===== src/rtl/booth2_pkg.sv =====
// Shared widths, Booth digit encoding and the group-to-digit mapping for the radix-4 PP generator.
// Latency: none (package).
// Backpressure: none (package).
package booth2_pkg;

  localparam int A_W  = 16;
  localparam int PP_W = A_W + 1;
  localparam int N_PP = 8;

  // Digit encoding {neg, one, two}; zero keeps neg low so the selector yields exactly 0.
  localparam logic [2:0] ZERO = 3'b000;
  localparam logic [2:0] POS1 = 3'b010;
  localparam logic [2:0] POS2 = 3'b001;
  localparam logic [2:0] NEG1 = 3'b110;
  localparam logic [2:0] NEG2 = 3'b101;

  // Stage-1 payload: multiplicand plus the eight encoded digits.
  typedef struct packed {
    logic [A_W-1:0]       a;
    logic [N_PP-1:0][2:0] dig;
  } enc_t;

  // Map a 3-bit group {b[2i+1], b[2i], b[2i-1]} to its encoded digit.
  function automatic logic [2:0] booth_digit(input logic [2:0] grp);
    logic [2:0] d;
    case (grp)
      3'b001, 3'b010: d = POS1;
      3'b011:         d = POS2;
      3'b100:         d = NEG2;
      3'b101, 3'b110: d = NEG1;
      default:        d = ZERO;
    endcase
    return d;
  endfunction

endpackage


===== src/rtl/booth2_enc_sel.sv =====
// One Booth group: 3-bit encoder plus 17-bit partial-product selector with the -2*(-32768) flag.
// Latency: purely combinational; encoder and selector are separate so the parent can register between them.
// Backpressure: none (combinational slice).
module booth2_enc_sel
  import booth2_pkg::*;
(
  input  logic [2:0]      grp,
  output logic [2:0]      enc_dig,
  input  logic [2:0]      sel_dig,
  input  logic [A_W-1:0]  sel_a,
  output logic [PP_W-1:0] pp,
  output logic            ovf
);

  logic [PP_W-1:0] a_ext;
  logic [PP_W-1:0] mag;

  assign enc_dig = booth_digit(grp);
  assign a_ext   = {sel_a[A_W-1], sel_a};

  // Pick 0, A or 2A, then two's-complement it for negative digits (low 17 bits kept).
  always_comb begin
    mag = '0;
    if (sel_dig[0])      mag = {a_ext[PP_W-2:0], 1'b0};
    else if (sel_dig[1]) mag = a_ext;
    pp = sel_dig[2] ? (~mag + 1'b1) : mag;
  end

  // -2 * (-32768) = +65536 does not fit in 17 signed bits.
  assign ovf = sel_dig[2] && sel_dig[0] && (sel_a == {1'b1, {(A_W-1){1'b0}}});

endmodule


===== src/rtl/booth2_pp_gen.sv =====
// Radix-4 Booth partial-product generator: 16x16 signed operands in, eight unshifted 17-bit PPs out.
// Latency: 2 cycles with ENCODE_REG=1 (digits registered), 1 cycle with ENCODE_REG=0.
// Backpressure: valid/ready, full throughput; every stage loads when empty or when the next stage drains.
module booth2_pp_gen #(
  parameter int ENCODE_REG = 1,
  parameter int A_W        = 16   // only 16 is supported
) (
  input  logic           sys_clk,
  input  logic           sys_rst_n,
  input  logic           in_valid,
  output logic           in_ready,
  input  logic [A_W-1:0] mcand,
  input  logic [A_W-1:0] mplier,
  output logic           out_valid,
  input  logic           out_ready,
  output logic [A_W:0]   PP1,
  output logic [A_W:0]   PP2,
  output logic [A_W:0]   PP3,
  output logic [A_W:0]   PP4,
  output logic [A_W:0]   PP5,
  output logic [A_W:0]   PP6,
  output logic [A_W:0]   PP7,
  output logic [A_W:0]   PP8,
  output logic           pp_ovf
);

  import booth2_pkg::*;

  logic [A_W:0]              b_ext;
  logic [N_PP-1:0][2:0]      enc_dig;
  enc_t                      sel_src;
  logic                      src_vld;
  logic                      s2_load;
  logic [N_PP-1:0][PP_W-1:0] pp_nxt;
  logic [N_PP-1:0][PP_W-1:0] pp_q;
  logic [N_PP-1:0]           ovf_nxt;
  logic                      ovf_q;
  logic                      out_vld_q;

  // B[-1] = 0 appended below the LSB so group i is simply b_ext[2i+2:2i].
  assign b_ext   = {mplier, 1'b0};
  assign s2_load = !out_vld_q || out_ready;

  for (genvar gi = 0; gi < N_PP; gi++) begin : g_grp
    booth2_enc_sel u_enc_sel (
      .grp     (b_ext[2*gi +: 3]),
      .enc_dig (enc_dig[gi]),
      .sel_dig (sel_src.dig[gi]),
      .sel_a   (sel_src.a),
      .pp      (pp_nxt[gi]),
      .ovf     (ovf_nxt[gi])
    );
  end

  if (ENCODE_REG != 0) begin : g_enc_reg
    enc_t s1_q;
    logic s1_vld;
    logic s1_load;

    assign s1_load  = !s1_vld || s2_load;
    assign in_ready = s1_load;
    assign sel_src  = s1_q;
    assign src_vld  = s1_vld;

    // Stage 1: capture multiplicand and encoded digits whenever the slot is free or draining.
    always_ff @(posedge sys_clk or negedge sys_rst_n) begin
      if (!sys_rst_n) begin
        s1_vld <= 1'b0;
        s1_q   <= '0;
      end else if (s1_load) begin
        s1_vld <= in_valid;
        if (in_valid) s1_q <= {mcand, enc_dig};
      end
    end
  end else begin : g_no_enc_reg
    assign in_ready = s2_load;
    assign sel_src  = {mcand, enc_dig};
    assign src_vld  = in_valid;
  end

  // Output stage: register the selected PP set and its overflow flag; hold while stalled.
  always_ff @(posedge sys_clk or negedge sys_rst_n) begin
    if (!sys_rst_n) begin
      out_vld_q <= 1'b0;
      pp_q      <= '0;
      ovf_q     <= 1'b0;
    end else if (s2_load) begin
      out_vld_q <= src_vld;
      if (src_vld) begin
        pp_q  <= pp_nxt;
        ovf_q <= |ovf_nxt;
      end
    end
  end

  assign out_valid = out_vld_q;
  assign pp_ovf    = ovf_q;
  assign PP1 = pp_q[0];
  assign PP2 = pp_q[1];
  assign PP3 = pp_q[2];
  assign PP4 = pp_q[3];
  assign PP5 = pp_q[4];
  assign PP6 = pp_q[5];
  assign PP7 = pp_q[6];
  assign PP8 = pp_q[7];

endmodule

===== config.mk =====
export PLATFORM = sky130hd
export DESIGN_NAME = booth2_pp_gen
export DESIGN_NICKNAME = d
export VERILOG_FILES = /design/src/rtl/booth2_pkg.sv /design/src/rtl/booth2_enc_sel.sv /design/src/rtl/booth2_pp_gen.sv
export SDC_FILE = /design/constraint.sdc
export NUM_CORES = 1
export LEC_CHECK = 0
export CAP_MARGIN = 30
export CELL_PAD_IN_SITES_DETAIL_PLACEMENT = 1
export CELL_PAD_IN_SITES_GLOBAL_PLACEMENT = 1
export CORE_ASPECT_RATIO = 1.4
export CORE_UTILIZATION = 44
export DETAILED_ROUTE_END_ITERATION = 12
export PLACE_DENSITY_LB_ADDON = 0.1
export SLEW_MARGIN = 20
export SYNTH_ARGS = -nofsm -noshare
export SYNTH_HDL_FRONTEND = slang
export SYNTH_HIERARCHICAL = 1
export SYNTH_SLANG_ARGS = --single-unit

===== constraint.sdc =====
create_clock -name sys_clk -period 2.9 [get_ports sys_clk]
set_clock_uncertainty 0.15 [all_clocks]
set_input_delay 0.87 -clock sys_clk [delete_from_list [all_inputs] [get_ports sys_clk]]
set_output_delay 0.87 -clock sys_clk [all_outputs]
set_load 0.02 [all_outputs]

Word-level counts from Yosys, hierarchy flattened
Index checks and enable logic that the tools add are counted.

Register bits: 179. Bits of input ports: 36. Output and inout bits: 139. Word-level logic and storage cells: 151.

$add $sub $neg: 8. Equality and inequality tests: 46. Mux-type cells: 32. Bitwise gates (word level): 8. Reductions and logical operators: 37.

Operator list (number): 2-to-1 mux 17 bit (24); adder 17 x 1 -> 17 bit (second input constant) (8); inverter 17 bit (8); case mux 3 bit (4 select lines) (7); equality test 3 bit (second input constant) (21); equality test 3 x 2 -> 1 bit (second input constant) (14); OR reduction 2 bit (14); equality test 3 x 1 -> 1 bit (second input constant) (7); equality test 16 bit (second input constant) (1); logical AND 1 bit (16); case mux 3 bit (3 select lines) (1); OR reduction 8 bit (1); equality test 2 bit (second input constant) (2); AND reduction 2 bit (2); equality test 2 x 1 -> 1 bit (second input constant) (1); zero test 1 bit (2); logical OR 1 bit (2).

Depth between registers and ports, before layout
Gate-level depths: netlist (run 1).

Depth after elaboration: 5. Gate-level depth with buffers: 11. Gate-level depth less buffers: 8.

Modules after synthesis
Netlist (run 1), hierarchy kept.

Modules (own cells, without submodules): booth2_pp_gen (instances 1, cells each 384, area each 6816.5 um^2, sequential area each 4479.3 um^2); booth2_enc_sel (instances 8, cells each 109, area each 750.7 um^2, sequential area each 0.0 um^2).

Worst setup path before layout (run 1)
OpenSTA, ideal clock, no wires.

Path kind: flip-flop to flip-flop. Start: register g_enc_reg.s1_q[28] (netlist bit). End: register pp_q, in the netlist PP1[10]. Setup time: 0.125 ns. Arrival: 2.359 ns. Required time: 2.625 ns. Setup slack: 0.266 ns. Cell stages (with the launch flop): 7. Buffers on the path: 0. Period minus slack after synthesis: 2.634 ns. Cell sequence: dfrtp_1 > or3_4 > a21oi_4 > nand2_2 > o31ai_2 > xor2_1 > mux2_4.

RTL lines: start, declared (RTL line booth2_pp_gen.sv:56) `enc_t s1_q;`; start signal, assigned (RTL line booth2_pp_gen.sv:72) `if (in_valid) s1_q <= {mcand, enc_dig};`; end signal, assigned (RTL line booth2_pp_gen.sv:90) `pp_q <= pp_nxt;`; end, declared (RTL line booth2_pp_gen.sv:35) `logic [N_PP-1:0][PP_W-1:0] pp_q;`.

Worst setup path after layout (run 1)
Start: input port out_ready. End: output port in_ready.

Cells in the longest elaborated chain, start to end: 2.

RTL lines: start, declared (RTL line booth2_pp_gen.sv:15) `input logic out_ready,`; logical OR 1 bit (RTL line booth2_pp_gen.sv:42) `assign s2_load = !out_vld_q || out_ready;`; logical OR 1 bit (RTL line booth2_pp_gen.sv:60) `assign s1_load = !s1_vld || s2_load;`; end, declared (RTL line booth2_pp_gen.sv:11) `output logic in_ready,`.

Every way passes these cells.

==> flow_summary.ini, run 1 <==
[outcome]
outcome = finished clean

[place]
dpl_cell_area_sq_um = 15400
pre_cts_slack_ns = -0.247
place_congestion = 0.804
io_buffers = 174
dpl.hpwl_mm = 26.5
dp_cells = 1806

[yosys]
syn_area_sq_um = 12800
synth_ff_type = dfrtp_1
synth-seq-cells = 179
synth_area_per_cell_sq_um = 10.2
syn_inst = 1256
synth_edf_count = 0
synth_cell_type_count = 45
postSynth.asyncResetShare_pct = 100
ys_seq_area_share_pct = 34.9
ys_warn_count = 6

[timing]
period_share_pct = 98.3
slew_headroom_pct = 48.3
tightestPinTransition_ns = 0.775
hold_viol = 0
timing.final.crit_period_ns = 2.85
rsz0062_at_grt = false
hold_slack_ns = 0.202
setup_violations = 0
fmax_ghz = 0.351
drv_slew = 0
timing.final.ws_setup_ns = 0.0507

[layout]
area_growth_pct = 24.4
diodes = 0
finalNetCount = 1495
fillCellCount = 3165
register_area_sq_um = 4480
finalNonFillerCells = 1839
drive_gt1_share_pct = 26.7
multi_input_area_sq_um = 7770
fin_area_sq_um = 15900

[hold_path]
hold_path_class = input pin to async pin

[route]
dr.pass1.iters = 5
drt-total-wl_mm = 39.3
first_iter_violations = 633
via_per_inst = 5.90
num_vias = 10859
wire_per_inst_um = 21.4
ant_nets = 0
route.detailed.drc = 0

[global_routing]
grt_pass1_vias = 11427
grt_overflow_total = 0
grt_max_degree = 47
grt_usage_pct = 27.0
antenna_found_initial = 1
grt_pass1_wl_mm = 63.3

[job]
drv_cap = 0

[worst_setup_path]
rrSetupSlack_ns = 0.20
cp_max_fo = 3
end_kind = primary output
critical-path-top-delay-family = buffers and inverters
r2r-end = pp_ovf
cp_num_buf_inv = 2
r2r_start = g_enc_reg.s1_q[26]
path_cells = clkdlybuf4s50_1 > nand3b_1 > clkdlybuf4s15_1
ff2ff_path_depth = 8
cp.arrival_ns = 1.83
worstSetupStartpointType = input pin
cp_data_required_time_ns = 1.88
crit_path_top_delay_cell = clkdlybuf4s50_1
critical_path_class = input pin to primary output
cp.depth = 3
cp_slowest_stage_delay_ns = 0.47
crit_start = out_ready

[floorplan]
num_rows = 73
dieArea_sq_um = 29800
die_x_um = 146
initial_core_util_pct = 45.0
io_pins = 175
die_y_um = 204
core_area_sq_um = 28500

[pwr]
p_total_w = 0.0144
p_leak_nw = 6.58
peakVddDrop_mv = 0.416
powerDensity_nw_per_um2 = 904

[clock_tree]
cts_buffers = 17
worst_skew_pair.late_latency_ns = 0.46
cts.sinks = 179
cts-htree-levels = 4
clk_root_buffer_cell = clkbuf_16
clk_path_buf_depth = 2
cts_tree = built
clk_pin_slew_ns = 0.07
post_cts_buffers = 0
-- how the worst max path moves through the flow --
stage / end / slack (ns)
floorplan: PP1[10] / 0.27
global placement: in_ready / -0.24
detailed placement: in_ready / -0.25
CTS: in_ready / 0.02
global route: in_ready / 0.008
finish: in_ready / 0.05
-- cell type report --
type / instances / share of cell area, %
multi-input cells: 973 / 48.7
flip-flops and latches: 179 / 28.1
repair buffers: 248 / 15.9
well taps: 375 / 2.94
clock buffers: 19 / 2.78
clock inverters: 13 / 0.808
inverters: 32 / 0.753
-- routing by layer --
layer	wire length [um]	vias up	GRT usage, %
met1	16800	5576	33.9
met4	840	2	9.45
met2	20100	287	47.1
met5	17	-	0
met3	1610	59	3.82
li1	-	4935	-
-- cell usage after synthesis (all sizes together) (8+ instances only) --
cell     count  share of area [%]
mux2       184                 17
dfrtp      179                 35
o21ai      136                5.5
nand2      114                3.5
a22oi      104                6.1
xor2       104                7.1
buf         50                3.0
nor2        40                1.2
xnor2       40                2.7
inv         32               0.94
or3         32                2.2
clkbuf      24               0.70
nand3       24               0.94
nor2b       24                1.6
a2bb2oi     16                1.1
nor3        16               0.62
o31ai       16                1.6
nand2b      11               0.60
nor4        10               0.49
a21oi        9                1.1
a22o         8               0.55
a31oi        8               0.39
and2         8               0.39
and4b        8               0.62
ha           8               0.78
mux2i        8               0.62
nand4b       8               0.55
o211ai       8               0.78
o22ai        8               0.78
o31a         8               0.62
or2          8               0.55
-- cell usage in the layout, fill, tap and decap left out, types with 9 or more instances in the layout --
| cell | netlist | layout |
|---|---|---|
| nand2_2 | 9 | 9 |
| nor2b_1 | 16 | 16 |
| a22oi_1 | 104 | 104 |
| buf_4 | 4 | 55 |
| nand2b_1 | 10 | 10 |
| dfrtp_1 | 179 | 177 |
| o21ai_1 | 16 | 16 |
| o31ai_2 | 16 | 16 |
| nand2_1 | 105 | 104 |
| nor4_1 | 10 | 10 |
| a2bb2oi_1 | 16 | 16 |
| or3_4 | 16 | 16 |
| or3_1 | 16 | 16 |
| o21ai_0 | 112 | 112 |
| nor2_1 | 40 | 40 |
| nor3_1 | 16 | 16 |
| xnor2_1 | 40 | 40 |
| xor2_1 | 104 | 104 |
| clkdlybuf4s50_1 | 0 | 172 |
| inv_1 | 32 | 32 |
| mux2_4 | 40 | 40 |
| nand3_1 | 24 | 24 |
| buf_12 | 0 | 18 |
| mux2_2 | 144 | 144 |
| clkbuf_16 | 0 | 17 |
-- registers in the layout, indices dropped and copies added (netlist names) --
register / flops
g_enc_reg.s1_vld: 1
out_valid: 1
PP2: 17
PP6: 17
PP5: 17
PP1: 17
pp_ovf: 1
PP7: 17
PP3: 17
PP4: 17
PP8: 17
g_enc_reg.s1_q: 40
-- power by group --
part	total, W	switching, W	internal (W)	leakage, nW
registers	0.00422	0.000738	0.00348	2.18
clock network	0.00229	0.00107	0.00122	0.275
logic	0.00791	0.00406	0.00385	4.13
-- stage by stage --
stage	util [%]	setup TNS [ns]
after CTS	55.9	0
after detailed placement	53.9	-0.247
after global routing	56.0	0
after floorplan	-	0
after global placement	53.9	-0.241
final	56.0	0
-- repair_timing --
item | 4_1_cts | 5_1_grt
pin swaps | 0 | 0
setup endpoints to repair | 1 | 1
hold buffers | 0 | 0
gates resized for setup | 1 | 1
endpoints found under the hold margin | 0 | 0
-- logic make-up (layout without fill, tap and decap cells) --
logic type	count (synthesis)	count (layout)	share of synthesized area (%)
other	1	3	0.0292
XOR/XNOR	144	144	9.84
AND/OR/NAND/NOR	304	304	13.3
adder cells (fa/ha/maj)	8	8	0.781
AO/OA/AOI/OAI	322	322	18.5
multiplexers	192	192	18.0
flip-flops	179	179	34.9
buffers and inverters	106	312	4.62
Power figures use the tool's default switching activity.
==> run 2, diff against run 1 <==
--- a/config.mk
+++ b/config.mk
@@ -9,7 +9,7 @@
 export CELL_PAD_IN_SITES_DETAIL_PLACEMENT = 1
 export CELL_PAD_IN_SITES_GLOBAL_PLACEMENT = 1
 export CORE_ASPECT_RATIO = 1.4
-export CORE_UTILIZATION = 44
+export CORE_UTILIZATION = 30
 export DETAILED_ROUTE_END_ITERATION = 12
 export PLACE_DENSITY_LB_ADDON = 0.1
 export SLEW_MARGIN = 20
==> flow_summary.ini, run 2 (same netlist as run 1, synthesis figures left out) <==
[worst_setup_path]
ff2ff_path_depth = 8
path_cells = clkdlybuf4s50_1
cp.depth = 1
cp.arrival_ns = 1.61
cp_data_required_time_ns = 1.88
worstSetupStartpointType = flip-flop
r2r_start = g_enc_reg.s1_q[3]
crit_start = out_valid
critical_path_class = flip-flop to primary output
end_kind = primary output
critical-path-top-delay-family = buffers and inverters
crit_path_top_delay_cell = clkdlybuf4s50_1
r2r-end = PP2[14]
rrSetupSlack_ns = 0.40
cp_max_fo = 3
cp_num_buf_inv = 1
cp_slowest_stage_delay_ns = 0.66
cp-endpoint = out_valid

[outcome]
outcome = finished clean

[route]
route.detailed.drc = 0
num_vias = 10573
via_per_inst = 5.27
ant_nets = 0
wire_per_inst_um = 21.1
dr.pass1.iters = 5
first_iter_violations = 520
drt-total-wl_mm = 42.3

[layout]
finalNonFillerCells = 2006
final_cell_mix = dfrtp_1, clkdlybuf4s50_1, mux2_2
fillCellCount = 4632
top_register = g_enc_reg.s1_q
layout_commonest_cell = dfrtp_1
multi_input_area_sq_um = 7770
register_area_sq_um = 4480
drive_gt1_share_pct = 26.7
fin_area_sq_um = 16200
finalNetCount = 1491
diodes = 0
area_growth_pct = 26.5
largest_register_ffs = 40

[clock_tree]
cts-htree-levels = 4
cts_buffers = 17
post_cts_buffers = 0
cts.sinks = 179
cts_tree = built
worst_skew_pair.late_latency_ns = 0.47
clk_pin_slew_ns = 0.07
clk_root_buffer_cell = clkbuf_16
post_cts_resized = 4
clk_path_buf_depth = 2
ctsHoldBuffers = 0

[hold_path]
hold_path_class = input pin to async pin

[timing]
period_share_pct = 90.7
hold_viol = 0
tightestPinTransition_ns = 0.712
timing.final.ws_setup_ns = 0.270
fmax_ghz = 0.380
rsz0062_at_grt = false
drv_slew = 0
setup_violations = 0
timing.final.crit_period_ns = 2.63
slew_headroom_pct = 52.6
fin_tns_setup_ns = 0

[floorplan]
die_x_um = 177
die_y_um = 247
num_rows = 89
core_area_sq_um = 42200
initial_core_util_pct = 30.4
dieArea_sq_um = 43600
io_pins = 175

[place]
dpl_cell_area_sq_um = 15600
dpl.hpwl_mm = 28.5
dp_cells = 1974
place_congestion = 0.780
io_buffers = 174
pre_cts_slack_ns = -0.415

[pwr]
p_int_w = 0.00871
p_sw_w = 0.00591
power_frac_seq_pct = 29.2
pwr-share-clk_pct = 17.1
combPwrFrac_pct = 53.7
swShare_pct = 40.4
powerDensity_nw_per_um2 = 901
p_leak_nw = 6.60
peakVddDrop_mv = 0.364

[global_routing]
grt_usage_pct = 19.9
antenna_found_initial = 1
grt_max_degree = 58
grt_overflow_total = 0
grt_pass1_wl_mm = 65.9
grt_pass1_vias = 10982

[job]
drv_cap = 0
[run 2: changes by cell type in the layout (fill, tap and decap cells not counted), moves of 3 or more]
cell,previous run,this run
clkinvlp_4,2,5
buf_12,18,22
clkinv_4,6,1
buf_4,55,48
[run 2: per-stage QoR]
stage	total power, W	utilization [%]	hold WS (ns)
final	0.0146	38.4	0.149
after global routing	0.0155	38.4	0.154
after CTS	0.0148	38.4	0.144
after detailed placement	0.0123	37.0	0.343
after global placement	0.0122	37.0	0.342
after floorplan	0.00891	-	0.327
[run 2: final cells by class]
type	count	area share, %
inverter	32	0.740
tap	546	4.21
clock inverter	12	0.956
clock buffer	20	2.81
sequential	179	27.6
multi-input combinational	973	47.9
timing repair buffer	244	15.7
[run 2: worst min path at each step]
stage,to,slack (ns)
after floorplan,g_enc_reg.s1_q[11],0.33
after global placement,PP4[10],0.34
after detailed placement,PP5[16],0.34
after CTS,PP3[8],0.14
after global routing,PP3[8],0.15
final,PP3[8],0.15
[run 2: power by group through the flow]
stage / logic [W] / registers, W / clock network [W]
after CTS: 0.00794 / 0.00431 / 0.00259
after floorplan: 0.00356 / 0.00535 / 0
after detailed placement: 0.00791 / 0.00435 / 0
after global routing: 0.00844 / 0.00443 / 0.00268
final: 0.00785 / 0.00427 / 0.00250
after global placement: 0.00782 / 0.00433 / 0
[run 2: routing by layer]
metal / part of all wire, % / up-vias / wire length, um / global-route usage [%]
met1: 47 / 5411 / 19700 / 26.7
met3: 3.1 / 31 / 1300 / 2.73
li1: - / 4930 / - / -
met5: 0.035 / - / 15 / 0
met2: 49 / 199 / 20700 / 32.9
met4: 1.5 / 2 / 618 / 5.55
==> run 3, diff against run 2 <==
--- a/config.mk
+++ b/config.mk
@@ -11,7 +11,7 @@
 export CORE_ASPECT_RATIO = 1.4
 export CORE_UTILIZATION = 30
 export DETAILED_ROUTE_END_ITERATION = 12
-export PLACE_DENSITY_LB_ADDON = 0.1
+export PLACE_DENSITY = 0.56
 export SLEW_MARGIN = 20
 export SYNTH_ARGS = -nofsm -noshare
 export SYNTH_HDL_FRONTEND = slang
==> flow_summary.ini, run 3 (same netlist as run 1, synthesis figures left out) <==
[outcome]
outcome = finished clean

[floorplan]
core_area_sq_um = 42200
num_rows = 89
die_x_um = 177
io_pins = 175
die_y_um = 247
dieArea_sq_um = 43600
initial_core_util_pct = 30.4

[timing]
setup_violations = 0
slew_headroom_pct = 49.5
period_share_pct = 98.4
drv_slew = 0
hold_slack_ns = 0.222
rsz0062_at_grt = false
tightestPinTransition_ns = 0.750
fmax_ghz = 0.351
timing.final.crit_period_ns = 2.85
hold_viol = 0
fin_tns_setup_ns = 0
timing.final.ws_setup_ns = 0.0476

[clock_tree]
cts_tree = built
worst_skew_pair.late_latency_ns = 0.46
clk_pin_slew_ns = 0.08
clk_path_buf_depth = 2
cts.sinks = 179
cts-htree-levels = 4
clk_root_buffer_cell = clkbuf_16
cts_buffers = 17

[hold_path]
hold_path_class = input pin to async pin

[global_routing]
grt_pass1_vias = 11217
antenna_found_initial = 1
grt_max_degree = 52
grt_overflow_total = 0
grt_pass1_wl_mm = 66.6
grt_usage_pct = 19.9

[route]
ant_nets = 0
via_per_inst = 5.30
dr.pass1.iters = 5
wire_per_inst_um = 20.9
route.detailed.drc = 0
first_iter_violations = 516
drt-total-wl_mm = 42.0
num_vias = 10648

[worst_setup_path]
path_cells = clkdlybuf4s50_1 > nand3b_1 > dlygate4sd2_1
worstSetupStartpointType = input pin
critical_path_class = input pin to primary output
cp_max_fo = 2
cp_data_required_time_ns = 1.88
end_kind = primary output
cp_slowest_stage_delay_ns = 0.49
cp.arrival_ns = 1.83
crit_path_top_delay_cell = clkdlybuf4s50_1

[layout]
diodes = 0
drive_gt1_share_pct = 26.7
fin_area_sq_um = 16200
final_cell_mix = dfrtp_1, clkdlybuf4s50_1, mux2_2
layout_commonest_cell = dfrtp_1
area_growth_pct = 26.4
finalNetCount = 1494
top_register = g_enc_reg.s1_q
largest_register_ffs = 40

[place]
dpl_cell_area_sq_um = 15600
pre_cts_slack_ns = -0.228
place_congestion = 0.784
dpl.hpwl_mm = 28.0
io_buffers = 174

[job]
drv_cap = 0

[pwr]
p_leak_nw = 6.60
combPwrFrac_pct = 54.4
swShare_pct = 40.6
p_sw_w = 0.00589
powerDensity_nw_per_um2 = 896
p_int_w = 0.00863
power_frac_seq_pct = 29.1
pwr-share-clk_pct = 16.5
peakVddDrop_mv = 0.380
-- run 3: worst paths after layout --
| kind | startpoint | end | slack, ns | depth (start not counted) |
|---|---|---|---|---|
| max in group asynchronous | sys_rst_n | g_enc_reg.s1_q[30] | 1.71 | 2 |
| max reg2reg | g_enc_reg.s1_q[28] | PP4[14] | 0.34 | 7 |
| min in group sys_clk | PP6[3] | PP6[3] | 0.35 | 1 |
| min | sys_rst_n | PP8[7] | 0.22 | 1 |
| max | out_ready | in_ready | 0.05 | 3 |
| min reg2reg | PP6[3] | PP6[3] | 0.35 | 1 |
-- run 3: per-stage QoR --
stage	util, %	total power [W]	instances
finish	38.4	0.0145	2009
global route	38.4	0.0154	2009
CTS	38.4	0.0148	2009
detailed placement	37.0	0.0122	1977
global placement	37.0	0.0121	1977
floorplan	-	0.00891	1258
-- run 3: repair_timing --
action / 4_1_cts / 5_1_grt
endpoints found under the setup margin: 1 / 0
buffers inserted: 0 / 0
hold buffers: 0 / 0
resized for setup: 1 / 0
-- run 3: worst max-delay path, delay by kind of cell --
kind | cells | cell delay (ns)
and+or+nand+nor | 1 | 0.13
buffers and inverters | 2 | 0.83
-- run 3: area by class of cell --
type,count,area [sq um]
sequential,179,4480
inverter,32,120
clock inverter,13,153
clock buffer,19,443
multi-input combinational,973,7770
fill,4721,26000
tap,546,683
timing repair buffer,247,2550
-- run 3: power by group through the flow --
stage          Sequential, W  Combinational [W]  Clock, W
3_3_place_gp         0.00427            0.00786         0
3_5_place_dp         0.00428            0.00796         0
5_1_grt              0.00436            0.00851   0.00258
2_1_floorplan        0.00535            0.00356         0
4_1_cts              0.00425            0.00799   0.00252
6_report             0.00422            0.00790   0.00240
-- run 3: metal layers --
layer | up-vias | share of wire, % | global-route usage [%] | wire (um)
met5 | - | 0.031 | 0 | 13
met4 | 2 | 1.4 | 5.25 | 597
met3 | 40 | 3.0 | 2.65 | 1270
met2 | 198 | 50 | 34.5 | 21100
met1 | 5476 | 45 | 25.6 | 18900
li1 | 4932 | - | - | -
